<file path="src/rtl/mul_hazard_ctrl.sv">
// mul_hazard_ctrl: decode-stage hazard control for an in-order pipeline with
// a single iterative multiplier. Detects load-use hazards, sequences the
// multiplier through IDLE/BUSY/WB, and stalls decode on RAW/WAW/structural
// hazards against the in-flight multiply (the WB cycle forwards mul_rd).
//
// Parameter MUL_LAT (2..16): cycles from mul_start to mul_wb_valid, inclusive.
// Optional feature macro: MUL_HAZARD_STATS_EN adds the stall_cnt output.
//
// Ports:
//   clk, rst_n                  clock, async active-low reset
//   id_valid/id_rs1/id_rs2      decode instruction and its source registers
//   id_uses_rs1/id_uses_rs2     source actually read
//   id_is_mul/id_rd             decode multiply flag and destination
//   ex_valid/ex_is_load/ex_rd   EX stage instruction (load-use detection)
//   flush                       branch redirect, kills the decode instruction
//   stall_if/stall_id/bubble_ex hazard outputs (combinational)
//   mul_start                   one-cycle multiplier issue pulse (combinational)
//   mul_busy/mul_rd             multiplier occupancy and in-flight destination
//   mul_wb_valid                one-cycle completion / forwarding pulse
//   stall_cnt                   saturating stall counter (MUL_HAZARD_STATS_EN only)
module mul_hazard_ctrl #(
   parameter int unsigned MUL_LAT = 4
) (
   input  logic       clk,
   input  logic       rst_n,
   input  logic       id_valid,
   input  logic [4:0] id_rs1,
   input  logic [4:0] id_rs2,
   input  logic       id_uses_rs1,
   input  logic       id_uses_rs2,
   input  logic       id_is_mul,
   input  logic [4:0] id_rd,
   input  logic       ex_valid,
   input  logic       ex_is_load,
   input  logic [4:0] ex_rd,
   input  logic       flush,
   output logic       stall_if,
   output logic       stall_id,
   output logic       bubble_ex,
`ifdef MUL_HAZARD_STATS_EN
   output logic [15:0] stall_cnt,
`endif
   output logic       mul_start,
   output logic       mul_busy,
   output logic [4:0] mul_rd,
   output logic       mul_wb_valid
);

   localparam int unsigned CNT_W = 4;
   localparam int unsigned REG_W = 5;

   typedef enum logic [1:0] {
      IDLE = 2'd0,
      BUSY = 2'd1,
      WB   = 2'd2
   } state_t;

   state_t           r_state;
   state_t           w_state_nxt;
   logic [CNT_W-1:0] r_cnt;
   logic [CNT_W-1:0] w_cnt_nxt;
   logic [CNT_W-1:0] w_cnt_dec;
   logic [REG_W-1:0] r_mul_rd;
   logic [REG_W-1:0] w_mul_rd_nxt;
   logic             r_busy;
   logic             r_wb;
   logic             w_luh;
   logic             w_raw;
   logic             w_waw;
   logic             w_issue;
   logic             w_mul_hold;
   logic             w_stall;

   // Load-use: decode reads a register a load in EX has yet to produce
   assign w_luh = id_valid & ex_valid & ex_is_load & (ex_rd != REG_W'(0)) &
                  ((id_uses_rs1 & (id_rs1 == ex_rd)) |
                   (id_uses_rs2 & (id_rs2 == ex_rd)));

   // Dependencies on the in-flight multiply; x0 never depends
   assign w_raw = (r_mul_rd != REG_W'(0)) &
                  ((id_uses_rs1 & (id_rs1 == r_mul_rd)) |
                   (id_uses_rs2 & (id_rs2 == r_mul_rd)));
   assign w_waw = (r_mul_rd != REG_W'(0)) & (id_rd == r_mul_rd);

   assign w_cnt_dec = r_cnt - CNT_W'(1);

   // Next state, counter, destination latch and multiplier-side stall
   always_comb begin
      w_state_nxt  = r_state;
      w_cnt_nxt    = r_cnt;
      w_mul_rd_nxt = r_mul_rd;
      w_issue      = 1'b0;
      w_mul_hold   = 1'b0;
      case (r_state)
         IDLE: begin
            if (id_valid & id_is_mul & ~w_luh & ~flush) begin
               w_issue      = 1'b1;
               w_mul_rd_nxt = id_rd;
               w_cnt_nxt    = CNT_W'(MUL_LAT - 2);
               // With the minimum latency there are no BUSY cycles at all
               w_state_nxt  = (MUL_LAT == 2) ? WB : BUSY;
            end
         end
         BUSY: begin
            w_mul_hold = id_valid & (w_raw | w_waw | id_is_mul);
            w_cnt_nxt  = w_cnt_dec;
            if (w_cnt_dec == CNT_W'(0)) begin
               w_state_nxt = WB;
            end
         end
         WB: begin
            // Result is forwarded this cycle; only a new multiply must wait
            w_mul_hold  = id_valid & id_is_mul;
            w_state_nxt = IDLE;
         end
         default: begin
            w_state_nxt = IDLE;
         end
      endcase
   end

   // State register; occupancy and completion flags registered from next state
   always_ff @(posedge clk or negedge rst_n) begin
      if (!rst_n) begin
         r_state  <= IDLE;
         r_cnt    <= '0;
         r_mul_rd <= '0;
         r_busy   <= 1'b0;
         r_wb     <= 1'b0;
      end else begin
         r_state  <= w_state_nxt;
         r_cnt    <= w_cnt_nxt;
         r_mul_rd <= w_mul_rd_nxt;
         r_busy   <= (w_state_nxt != IDLE);
         r_wb     <= (w_state_nxt == WB);
      end
   end

   // Combinational hazard outputs, forced quiet while reset is asserted
   assign w_stall      = rst_n & (w_luh | w_mul_hold);
   assign stall_if     = w_stall;
   assign stall_id     = w_stall;
   assign bubble_ex    = w_stall | (rst_n & w_issue);
   assign mul_start    = rst_n & w_issue;
   assign mul_busy     = r_busy;
   assign mul_rd       = r_mul_rd;
   assign mul_wb_valid = r_wb;

`ifdef MUL_HAZARD_STATS_EN
   logic [15:0] r_stall_cnt;

   // Saturating count of decode stall cycles
   always_ff @(posedge clk or negedge rst_n) begin
      if (!rst_n) begin
         r_stall_cnt <= '0;
      end else if (w_stall && (r_stall_cnt != 16'hFFFF)) begin
         r_stall_cnt <= r_stall_cnt + 16'd1;
      end
   end

   assign stall_cnt = r_stall_cnt;
`endif

endmodule

</file>
<file path="config.mk">
export PLATFORM = sky130hd
export DESIGN_NAME = mul_hazard_ctrl
export DESIGN_NICKNAME = d
export VERILOG_FILES = /design/src/rtl/mul_hazard_ctrl.sv
export SDC_FILE = /design/constraint.sdc
export NUM_CORES = 1
export LEC_CHECK = 0
export ABC_CLOCK_PERIOD_IN_PS = 3150
export BUFFER_PORTS_ARGS = -buffer_cell sky130_fd_sc_hd__buf_2
export CORE_UTILIZATION = 52
export CTS_CLUSTER_SIZE = 12
export DETAILED_ROUTE_END_ITERATION = 12
export GPL_ROUTABILITY_DRIVEN = 0
export MAX_ROUTING_LAYER = met4
export PLACE_DENSITY_LB_ADDON = 0.3
export RECOVER_POWER = 25
export SYNTH_ARGS = -nofsm -noshare
export SYNTH_HDL_FRONTEND = slang
export SYNTH_SLANG_ARGS = --single-unit
</file>
<file path="constraint.sdc">
create_clock -name clk -period 3.15 [get_ports clk]
set_input_delay 0.7875 -clock clk [delete_from_list [all_inputs] [get_ports clk]]
set_output_delay 0.7875 -clock clk [all_outputs]
set_load 0.01 [all_outputs]
</file>
==> Yosys cells after proc, flatten, opt, wreduce, memory -nomap -nowiden <==
Index checks and enable logic that the tools add are counted.
{ "word_totals": {"reg_bits": 13, "in_bits": 29, "out_inout_bits": 11, "wordCells": 55} }
{ "op_classes": {"n_addsub": 1, "eq_ne": 9, "muxes": 8, "bitwise_logic": 24, "n_reduce_logical": 8} }
{ "op_table": {"columns": ["operator", "count"], "rows": [
  ["5-bit == test", 5],
  ["1-bit bitwise AND", 16],
  ["5-bit nonzero test", 2],
  ["4-bit one-hot mux with 2 select lines", 1],
  ["1-bit bitwise OR", 6],
  ["2-bit == test (second input constant)", 2],
  ["4-bit logical NOT", 1],
  ["2-bit 2-to-1 mux", 2],
  ["4-bit 2-to-1 mux", 1],
  ["2-bit one-hot mux with 2 select lines", 1],
  ["2-bit AND reduction", 2],
  ["2-bit nonzero test", 2],
  ["4-bit by 1-bit subtractor with 4-bit output (second input constant)", 1],
  ["2-bit by 1-bit == test with 1-bit output (second input constant)", 1],
  ["2-bit logical NOT", 1],
  ["1-bit 2-to-1 mux", 2],
  ["2-bit != test (second input constant)", 1],
  ["1-bit inverter", 2],
  ["1-bit one-hot mux with 2 select lines", 1]
]} }

==> Longest topological paths before layout <==
Gate-level depths: netlist of the first run.
{ "logic_depth": {"ltp_word": 11, "mapped_depth": 9, "mapped_depth_nobuf": 8} }

==> Worst setup path before layout of the first run <==
OpenSTA, ideal clock, no wires.
{ "synth_timing": {"path_type": "input to output", "start": "input port id_rs2[3]", "end": "output port stall_if", "arrival_ns": 1.797, "required_time_ns": 2.362, "slack_ns": 0.566, "stages": 6, "path_buffers": 1, "path_cell_list": "xor2_1 > nor4_1 > a31oi_1 > a21oi_1 > o21a_1 > buf_4"} }
{ "synth_via": {"elab_chain_cells": 10, "elab_cells_between_ends": 14, "cone_classes": "eq/ne: 2; mux: 1; bitwise: 11"} }
{ "synth_rtl": {"columns": ["item", "line", "source"], "rows": [
  ["start, declared", "28", "input logic [4:0] id_rs2,"],
  ["5-bit == test", "82", "(id_uses_rs2 & (id_rs2 == r_mul_rd)));"],
  ["1-bit bitwise AND", "82", null],
  ["1-bit bitwise OR", "81", "((id_uses_rs1 & (id_rs1 == r_mul_rd)) |"],
  ["1-bit bitwise AND", "80", "assign w_raw = (r_mul_rd != REG_W'(0)) &"],
  ["1-bit bitwise OR (2 in a row)", "105", "w_mul_hold = id_valid & (w_raw | w_waw | id_is_mul);"],
  ["1-bit bitwise AND", "105", null],
  ["1-bit one-hot mux with 2 select lines", "94", "case (r_state)"],
  ["1-bit bitwise OR (*)", "140", "assign w_stall = rst_n & (w_luh | w_mul_hold);"],
  ["1-bit bitwise AND (*)", "140", null],
  ["end, declared", "37", "output logic stall_if,"]
]} }
Every way passes the cells marked *; elsewhere a longest branch is shown, timed or not.

==> Final worst setup path of the first run <==
{ "layout_timing": {"start": "register r_state[1]", "end": "output port stall_if"} }
{ "layout_via": {"elab_chain_cells": 4, "elab_cells_between_ends": 5, "cone_classes": "eq/ne: 2; mux: 1; bitwise: 2"} }
{ "layout_rtl": {"columns": ["item", "line", "source"], "rows": [
  ["start, declared", "58", "state_t r_state;"],
  ["start signal, assigned", "131", "r_state <= w_state_nxt;"],
  ["2-bit == test / 2-bit by 1-bit == test with 1-bit output (equally long branches)", "94", null],
  ["1-bit one-hot mux with 2 select lines (*)", "94", null],
  ["1-bit bitwise OR (*)", "140", null],
  ["1-bit bitwise AND (*)", "140", null]
]} }
Marks and branches as above.

==> impl_results.md, run 1 <==
- CTS max path bufs: 2
- Measured slew at the worst slew-check pin: 0.865 ns
- Syn Nets: 153
- Critical Path Source Type: flop
- Die W: 47.8 µm
- Clock Sink Count: 13
- TritonCTS clock tree: built
- Routed len/inst: 13.0 µm
- RR Startpoint: r_state[0]$_DFF_PN0_
- Ys Warns: 0
- Syn Inst Count: 119
- Largest net degree at the start of global routing: 17
- Die height: 47.8 µm
- Clock transition at path regs: 0.08 ns
- Placed cell count: 182
- Rows: 16
- Worst-Skew Late Latency: 0.28 ns
- Fraction of the yosys area taken by sequential cells: 0.298
- DIE AREA: 2290 µm²
- Ant diodes: 0
- Drt drc: 0
- Setup violations, final: 0
- # H-tree levels: 1
- Gr ovfl total: 0
- Worst setup path class: reg -> out
- Final slew viol count: 0
- Power after layout: 1.03 mW
- I/O Buffers: 39
- CP Capture Type: output port
- Setup Skew: 0.00266 ns
- Arrival time at the worst endpoint: 2.10 ns
- Critical-path cell list: inv_1 -> ha_1 -> inv_1 -> o21ai_0 -> nand3_1 -> a21oi_1 -> o21a_1 -> buf_2
- Leading area contributor after synthesis: dfrtp_1
- Slowest Stage Delay on Critical Path: 0.42 ns
- Required time of the critical path: 2.36 ns
- Final ANT Viol Nets: 0
- Status: completed
- Fin crit share: 0.916
- Max Fclk: 346 MHz
- Hold Vio Cnt, Final: 0
- Critical Path Source: r_state[1]$_DFF_PN0_
- First-pass GRT wire length: 3560 µm
- Share of layout cells above drive strength 1: 0.333
- Layout Nets: 194
- GRT Overall Usage: 0.234
- Routed via count: 1033
- Clock root buffer: clkbuf_4
- Crit-path slowest cell: dfrtp_1
- Depth of the worst register-to-register path: 6
- Tmin final: 2.89 ns
- Commonest non-fill, non-tap cell in the layout: buf_2
- Hold_buf cts: 0
- Area share of the largest cell type after synthesis: 0.298
- GR met3 Demand/Resource: 0.0453
- Initial Utilization: 0.557
- 1st-pass router iterations: 4
- Cts repair resizes: 0
- Initial antenna violation count: 0
- Max_cap viols: 0
- Setup total negative slack: 0 ns
- Unrepaired setup endpoints after global routing: false
- Number of global-route vias before repair: 852
- Leak: 0.616 nW
- Core Box Area: 1960 µm²
- Final wirelength: 2420 µm
- M1 GR Usage: 0.317
- Synth cell types: 36
- Dominant cells by area after synthesis: dfrtp_1 30%, xnor2_1 12%, xor2_1 8.0%
- Ys flop type: dfrtp_1
- EDFF count, synth: 0
- Initial DRC Count: 21
- Mapped cell area: 1090 µm²
- Hold WS: 0.596 ns
- Yosys reg bits: 13
- Async SR Flop Fraction: 1.00
- Ports: 40
- M2 GR Usage: 0.341
- Syn Area/Cell: 9.18 µm²
- Vias per cell: 5.55
- Maximum VDD drop: 500 µV
- Utilization after layout: 0.673
- Most used cell, CP: inv_1
- TritonCTS Buffers: 3
- Pwr/cell area: 776 nW/µm²
- Syn-to-layout area delta: 21.0%
- Most frequent cells in the layout: 38 x buf_2, 15 x xnor2_1, 13 x dfrtp_1
- Post-DP HPWL: 1960 µm
- Setup Fix Bufs, Post-CTS: 0
- Fin cells: 186
- CP max FO: 9
- Worst rel slew slack: 0.423
- Hold Path Class: in -> async
- Layer carrying the most global-route usage: met2
layer usage:
layer,vias to the layer above,routed length (µm),part of all wire
met5,-,0,0
met3,8,122,0.050
met2,31,1080,0.44
met1,487,1160,0.48
met4,0,61,0.025
li1,507,-,-
state kept, by name, indices dropped and copies added (netlist names):
name	cells
mul_busy	1
mul_wb_valid	1
r_cnt	4
r_state	2
mul_rd	5
layout make-up:
cell class                 instances  area (µm²)
clock buffer                       3        22.5
clock inverter                     1        5.00
fill                             193         641
inverter                           8        30.0
multi-input combinational         95         711
sequential                        13         325
tap                               27        33.8
timing repair buffer              39         194
per-stage QoR:
stage	setup WS [ns]	instance area, µm²
after global routing	0.0517	1320
after CTS	0.281	1320
after floorplan	0.566	1090
after detailed placement	0.329	1290
final	0.264	1320
after global placement	0.361	1290
cells in the mapped netlist, types with 2 or more instances:
| cell type | number |
|---|---|
| ha_1 | 5 |
| nand2_1 | 5 |
| nand3_1 | 3 |
| a221o_1 | 2 |
| xnor2_1 | 15 |
| buf_4 | 2 |
| and2_2 | 2 |
| dfrtp_1 | 13 |
| nor3_1 | 6 |
| a21oi_1 | 3 |
| a31oi_1 | 3 |
| nor2_1 | 8 |
| xor2_1 | 10 |
| nand4_1 | 2 |
| o211ai_1 | 2 |
| inv_1 | 8 |
| mux2_2 | 5 |
| o21ai_0 | 5 |
| nor4_1 | 3 |
power by group:
group	switching (mW)	internal [mW]	leakage, nW
Clock	0.0541	0.0471	0.0177
Sequential	0.117	0.247	0.159
Combinational	0.292	0.268	0.440
worst max-delay path: cells and delay by family, from the launching register on:
kind,cells,cell delay (ns)
DFF,1,0.42
buffers and inverters,3,0.40
and+or+nand+nor,1,0.09
adders and majority gates,1,0.37
AOI/OAI and AO/OA,3,0.54
cell families (layout without fill, tap and decap cells):
family / count (synthesis) / after routing / share of synthesized area
fa+ha+maj: 5 / 5 / 0.0573
compound gates: 24 / 24 / 0.165
flops: 13 / 13 / 0.298
mux: 5 / 5 / 0.0515
buf+inv: 11 / 51 / 0.0515
simple gates: 36 / 36 / 0.176
xor+xnor: 25 / 25 / 0.200
final timing paths:
path | endpoint | slack, ns
setup / recovery | stall_if | 0.26
hold / removal | r_state[0]$_DFF_PN0_ | 0.60
hold reg to reg | r_cnt[1]$_DFFE_PN0P_ | 0.61
setup reg to reg | r_cnt[3]$_DFFE_PN0P_ | 1.10
min in group clk | r_cnt[1]$_DFFE_PN0P_ | 0.61
max in group asynchronous | r_state[1]$_DFF_PN0_ | 2.03
Power figures use the tool's default switching activity.
==> run 2: changes to the inputs <==
--- a/config.mk
+++ b/config.mk
@@ -5,9 +5,11 @@
 export SDC_FILE = /design/constraint.sdc
 export NUM_CORES = 1
 export LEC_CHECK = 0
+export ABC_AREA = 1
 export ABC_CLOCK_PERIOD_IN_PS = 3150
 export BUFFER_PORTS_ARGS = -buffer_cell sky130_fd_sc_hd__buf_2
-export CORE_UTILIZATION = 52
+export CORE_MARGIN = 3
+export CORE_UTILIZATION = 53
 export CTS_CLUSTER_SIZE = 12
 export DETAILED_ROUTE_END_ITERATION = 12
 export GPL_ROUTABILITY_DRIVEN = 0
==> run 2 against run 1 <==
Against the previous run: fmax rose by 1.5%; sequential share of layout area fell by 1.1 points; sequential power fell by 14%; final cell count rose by 34%; clock skew rose by 0.0029 ns; critical path depth rose by 4; core utilization rose by 1.8 points.
==> impl_results.md, run 2 <==
- Share of layout cells above drive strength 1: 0.224
- Required time of the critical path: 2.36 ns
- GRT Overall Usage: 0.238
- Final ANT Viol Nets: 0
- Setup violations, final: 0
- Rows: 16
- Hold Path Depth: 2
- DIE AREA: 2760 µm²
- Worst-Skew Late Latency: 0.28 ns
- Leak: 0.871 nW
- Min-delay src: r_cnt[3]$_DFFE_PN0P_
- Fraction of the yosys area taken by sequential cells: 0.283
- # H-tree levels: 1
- Final-layout fill cell count: 176
- Cts repair resizes: 0
- Yosys reg bits: 13
- Layout Nets: 258
- Comb power frac: 0.555
- Final wirelength: 2930 µm
- Ys flop type: dfrtp_1
- Hold Path End: r_cnt[3]$_DFFE_PN0P_
- Most frequent cells in the layout: 65 x nand2_1, 38 x buf_2, 31 x inv_1
- Clock Sink Count: 13
- CP Capture Type: output port
- Syn-to-layout area delta: 20.5%
- Largest net degree at the start of global routing: 16
- Pwr/cell area: 678 nW/µm²
- Drt drc: 0
- Unrepaired setup endpoints after global routing: false
- Most frequent cell after synthesis: nand2_1
- Ys Warns: 0
- Hold_buf cts: 0
- Syn Nets: 216
- Die W: 52.6 µm
- Commonest cells in the netlist: 65 x nand2_1, 31 x inv_1, 15 x nor2_1, 14 x nand3_1, 13 x dfrtp_1
- TritonCTS Buffers: 3
- Maximum VDD drop: 552 µV
- Tmin final: 2.84 ns
- Max Fclk: 352 MHz
- Commonest non-fill, non-tap cell in the layout: nand2_1
- Fin crit share: 0.902
- Met2 WL: 1570 µm
- RR Startpoint: r_cnt[1]$_DFFE_PN0P_
- Depth of the worst register-to-register path: 10
- Arrival time at the worst endpoint: 2.06 ns
- Synth cell types: 21
- Critical Path Source Type: primary input
- Max reg flops: 5
- Initial DRC Count: 21
- Register-to-register setup slack: 1.54 ns
- Worst rel slew slack: 0.470
- Syn Area/Cell: 6.32 µm²
- 1st-pass router iterations: 4
- Dominant cells by area after synthesis: dfrtp_1 28%, nand2_1 21%, inv_1 10%
- Routed length on met3: 132 µm
- Async SR Flop Fraction: 1.00
- CTS max path bufs: 2
- Measured slew at the worst slew-check pin: 0.795 ns
- Number of global-route vias before repair: 1228
- Flop pwr share: 0.336
- Initial antenna violation count: 0
- Vias per cell: 5.07
- TritonCTS clock tree: built
- Area share of the largest cell type after synthesis: 0.283
- Setup total negative slack: 0 ns
- Ports: 40
- RR Endpoint: mul_busy$_DFF_PN0_
- Syn Inst Count: 182
- Top sig layer: met4
- Sw power: 0.447 mW
- Setup Fix Bufs, Post-CTS: 0
- Cell area after layout: 1390 µm²
- Setup Skew: 0.00554 ns
- Hold Path Class: reg -> reg
- Clk pwr share: 0.109
- Hold Vio Cnt, Final: 0
- EDFF count, synth: 0
- Multi-input logic area: 686 µm²
- Initial Utilization: 0.574
- CP max FO: 11
- Routed len/inst: 11.7 µm
- Final slew viol count: 0
- Post-DP HPWL: 2410 µm
- Status: completed
- Ant diodes: 0
- Seq. cell area: 325 µm²
- Die height: 52.6 µm
- Clock root buffer: clkbuf_4
- Gr ovfl total: 0
- I/O Buffers: 39
- Max_cap viols: 0
- Mapped cell area: 1150 µm²
- Core Box Area: 2000 µm²
- Routed via count: 1267
- Area after DPL: 1360 µm²
- First-pass GRT wire length: 4830 µm
- Worst setup path class: in -> out
- Clock transition at path regs: 0.07 ns
- Internal Power: 0.492 mW
- Metal-1 WL: 1150 µm
- Leading area contributor after synthesis: dfrtp_1
- Switch share: 0.476
==> run 2: cell count changes after synthesis, sizes merged, moves of 3 or more <==
cell,before,now
nand3,3,15
o21ai,5,11
mux2,5,0
nor2,8,15
xnor2,15,1
a31oi,3,0
nor4,3,0
nor3,6,2
xor2,10,7
nand2,5,67
inv,8,32
==> run 2: cells by family (layout without fill, tap and decap cells) <==
| family | count (synthesis) | count (layout) | synth area share |
|---|---|---|---|
| xor gates and xnor gates | 8 | 8 | 0.0609 |
| buffers and inverters | 34 | 75 | 0.121 |
| AOI/OAI and AO/OA | 19 | 19 | 0.102 |
| and+or+nand+nor | 103 | 103 | 0.379 |
| adders and majority gates | 5 | 5 | 0.0544 |
| DFF | 13 | 13 | 0.283 |
==> run 2: through the flow <==
| step | worst slack, ns | instances | hold WS [ns] | utilization | total power [mW] |
|---|---|---|---|---|---|
| finish | 0.307 | 250 | 0.530 | 0.692 | 0.939 |
| global route | 0.134 | 250 | 0.583 | 0.692 | 1.04 |
| CTS | 0.330 | 250 | 0.393 | 0.693 | 0.946 |
| detailed placement | 0.329 | 246 | 0.513 | 0.679 | 0.836 |
| global placement | 0.386 | 246 | 0.521 | 0.679 | 0.811 |
| floorplan | 0.620 | 182 | 0.492 | - | 0.677 |
==> run 2: final cells by class <==
cell class,instances,area share
repair buffers,39,0.140
flip-flops and latches,13,0.235
inverters,32,0.0867
well taps,27,0.0244
clock buffers,4,0.0190
multi-input cells,135,0.495
==> run 2: power groups by stage <==
| stage | clock, mW | combinational [mW] | sequential, mW |
|---|---|---|---|
| finish | 0.103 | 0.521 | 0.315 |
| global route | 0.115 | 0.596 | 0.329 |
| CTS | 0.108 | 0.524 | 0.313 |
| detailed placement | 0 | 0.519 | 0.317 |
| global placement | 0 | 0.497 | 0.314 |
| floorplan | 0 | 0.353 | 0.325 |
==> run 2: worst max path at each step <==
stage / cells after the start / slack [ns] / from / endpoint
6_report: 12 / 0.31 / ex_rd[0] / bubble_ex
5_1_grt: 12 / 0.13 / ex_rd[0] / bubble_ex
4_1_cts: 12 / 0.33 / ex_rd[0] / bubble_ex
3_5_place_dp: 12 / 0.33 / ex_rd[0] / bubble_ex
3_3_place_gp: 11 / 0.39 / ex_rd[3] / bubble_ex
2_1_floorplan: 10 / 0.62 / ex_rd[3] / bubble_ex
==> run 2: routing by layer <==
metal  vias up  GRT usage
met5         -          -
met4         0      0.111
met3         9     0.0342
met2        44      0.452
met1       568      0.234
li1        646          -
==> run 2: worst max-delay path, stage by stage <==
cell and delay, ns:
buf_2 0.10, inv_1 0.06, o21ai_0 0.18, nor2_1 0.07, nand3_1 0.09, nand2_1 0.06
nand2_2 0.09, nand3_4 0.11, inv_2 0.20, nand2_2 0.08, nand2_1 0.09, buf_2 0.12
==> run 3: changes to the inputs <==
--- a/config.mk
+++ b/config.mk
@@ -9,7 +9,7 @@
 export ABC_CLOCK_PERIOD_IN_PS = 3150
 export BUFFER_PORTS_ARGS = -buffer_cell sky130_fd_sc_hd__buf_2
 export CORE_MARGIN = 3
-export CORE_UTILIZATION = 53
+export CORE_UTILIZATION = 50
 export CTS_CLUSTER_SIZE = 12
 export DETAILED_ROUTE_END_ITERATION = 12
 export GPL_ROUTABILITY_DRIVEN = 0
==> run 3 against run 2 <==
Against the previous run: fmax increased by 0.72%; wire length shrank 6.6%; clock skew increased by 0.0023 ns; sequential share of layout area stayed put; flip-flop and latch count is the same; sequential power about the same; first-iteration DRC count up 110%; global-route usage shrank 2.0 points; clock power about the same; critical path type unchanged; critical endpoint unchanged; largest cell class unchanged.
==> impl_results.md, run 3 (synthesis gave the netlist of run 2 again) <==
- Min-delay src: r_cnt[3]$_DFFE_PN0P_
- Depth of the worst register-to-register path: 10
- Cts repair resizes: 0
- Critical-path cell list: buf_2 -> inv_1 -> o21ai_0 -> nor2_1 -> nand3_1 -> nand2_1 -> nand2_2 -> nand3_4 -> inv_2 -> nand2_2 -> nand2_1 -> buf_2
- Hold Vio Cnt, Final: 0
- CTS max path bufs: 2
- Power after layout: 0.931 mW
- First-pass GRT wire length: 4600 µm
- Die height: 54.0 µm
- Tmin final: 2.82 ns
- Setup total negative slack: 0 ns
- Sw power: 0.440 mW
- Internal Power: 0.491 mW
- Flop pwr share: 0.340
- Hold Path End: r_cnt[3]$_DFFE_PN0P_
- Number of global-route vias before repair: 1133
- TritonCTS Buffers: 3
- Gr ovfl total: 0
- Clock transition at path regs: 0.07 ns
- Measured slew at the worst slew-check pin: 0.784 ns
- Critical Path Source Type: primary input
- Hold WS: 0.541 ns
- Final ANT Viol Nets: 0
- Max_cap viols: 0
- Clock root buffer: clkbuf_4
- Initial Utilization: 0.558
- Setup violations, final: 0
- Clock Sink Count: 13
- Worst setup path class: in -> out
- Layout Nets: 258
- Most frequent cells in the layout: 65 x nand2_1, 38 x buf_2, 31 x inv_1
- # H-tree levels: 1
- Commonest non-fill, non-tap cell in the layout: nand2_1
- Die W: 54.0 µm
- Initial DRC Count: 44
- Hold_buf cts: 0
- Routed len/inst: 10.9 µm
- CP max FO: 11
- Post-DP HPWL: 2280 µm
- Register-to-register setup slack: 1.60 ns
- Vias per cell: 5.02
- Ports: 40
- Status: completed
- CP Capture Type: output port
- Required time of the critical path: 2.36 ns
- Unrepaired setup endpoints after global routing: false
- Routed via count: 1256
- Cell area after layout: 1390 µm²
- Arrival time at the worst endpoint: 2.03 ns
- Syn-to-layout area delta: 20.5%
- Final wirelength: 2730 µm
- Setup Fix Bufs, Post-CTS: 0
- Hold Path Depth: 2
- Maximum VDD drop: 491 µV
- Leak: 0.871 nW
- TritonCTS clock tree: built
- RR Startpoint: r_cnt[0]$_DFFE_PN0P_
- Share of layout cells above drive strength 1: 0.224
- Crit-path slowest cell: inv_2
- Clk pwr share: 0.108
- Pwr/cell area: 672 nW/µm²
- Comb power frac: 0.552
- Slowest Stage Delay on Critical Path: 0.21 ns
- DIE AREA: 2910 µm²
- Max Fclk: 354 MHz
- RR Endpoint: mul_busy$_DFF_PN0_
- Ant diodes: 0
- 1st-pass router iterations: 4
- Drt drc: 0
- Worst rel slew slack: 0.478
- Largest net degree at the start of global routing: 16
- Core Box Area: 2060 µm²
- Area after DPL: 1360 µm²
- Switch share: 0.473
- Setup Skew: 0.00783 ns
- Initial antenna violation count: 0
- Final slew viol count: 0
- Fin crit share: 0.896
- I/O Buffers: 39
- Max reg flops: 5
- Hold Path Class: reg -> reg
- Worst-Skew Late Latency: 0.27 ns
- GRT Overall Usage: 0.219
- Rows: 16
==> run 3: cell type report <==
cell class | count | area [µm²]
multi-input combinational | 135 | 686
fill | 173 | 677
sequential | 13 | 325
timing repair buffer | 39 | 194
inverter | 32 | 120
tap | 27 | 33.8
clock buffer | 4 | 26.3
==> run 3: metal layers <==
layer,up-vias,track usage,wire [µm]
met3,2,0.0443,280
met1,553,0.295,1220
met4,0,0.0383,13
li1,645,-,-
met5,-,-,0
met2,56,0.341,1220
==> run 3: power by group through the flow <==
stage	Sequential, mW	Combinational [mW]	Clock [mW]
after CTS	0.316	0.518	0.106
after floorplan	0.325	0.353	0
final	0.316	0.514	0.101
after global placement	0.315	0.499	0
after detailed placement	0.320	0.513	0
after global routing	0.328	0.589	0.116
==> run 3: how the worst max path moves through the flow <==
stage / end / cells after the start / from
3_3_place_gp: bubble_ex / 11 / ex_rd[1]
5_1_grt: bubble_ex / 12 / ex_rd[0]
4_1_cts: bubble_ex / 11 / ex_rd[3]
6_report: bubble_ex / 12 / ex_rd[0]
3_5_place_dp: bubble_ex / 11 / ex_rd[3]
2_1_floorplan: bubble_ex / 10 / ex_rd[3]
==> run 3: critical path: cells and delay by family <==
family / cells / cell delay [ns]
AOI/OAI and AO/OA: 1 / 0.15
buffers and inverters: 4 / 0.51
and+or+nand+nor: 7 / 0.57
==> run 3: metrics by stage <==
step                std cells  utilization  worst slack (ns)
detailed placement        246        0.660             0.344
global route              250        0.672             0.172
finish                    250        0.672             0.328
floorplan                 182            -             0.620
global placement          246        0.660             0.375
CTS                       250        0.672             0.340
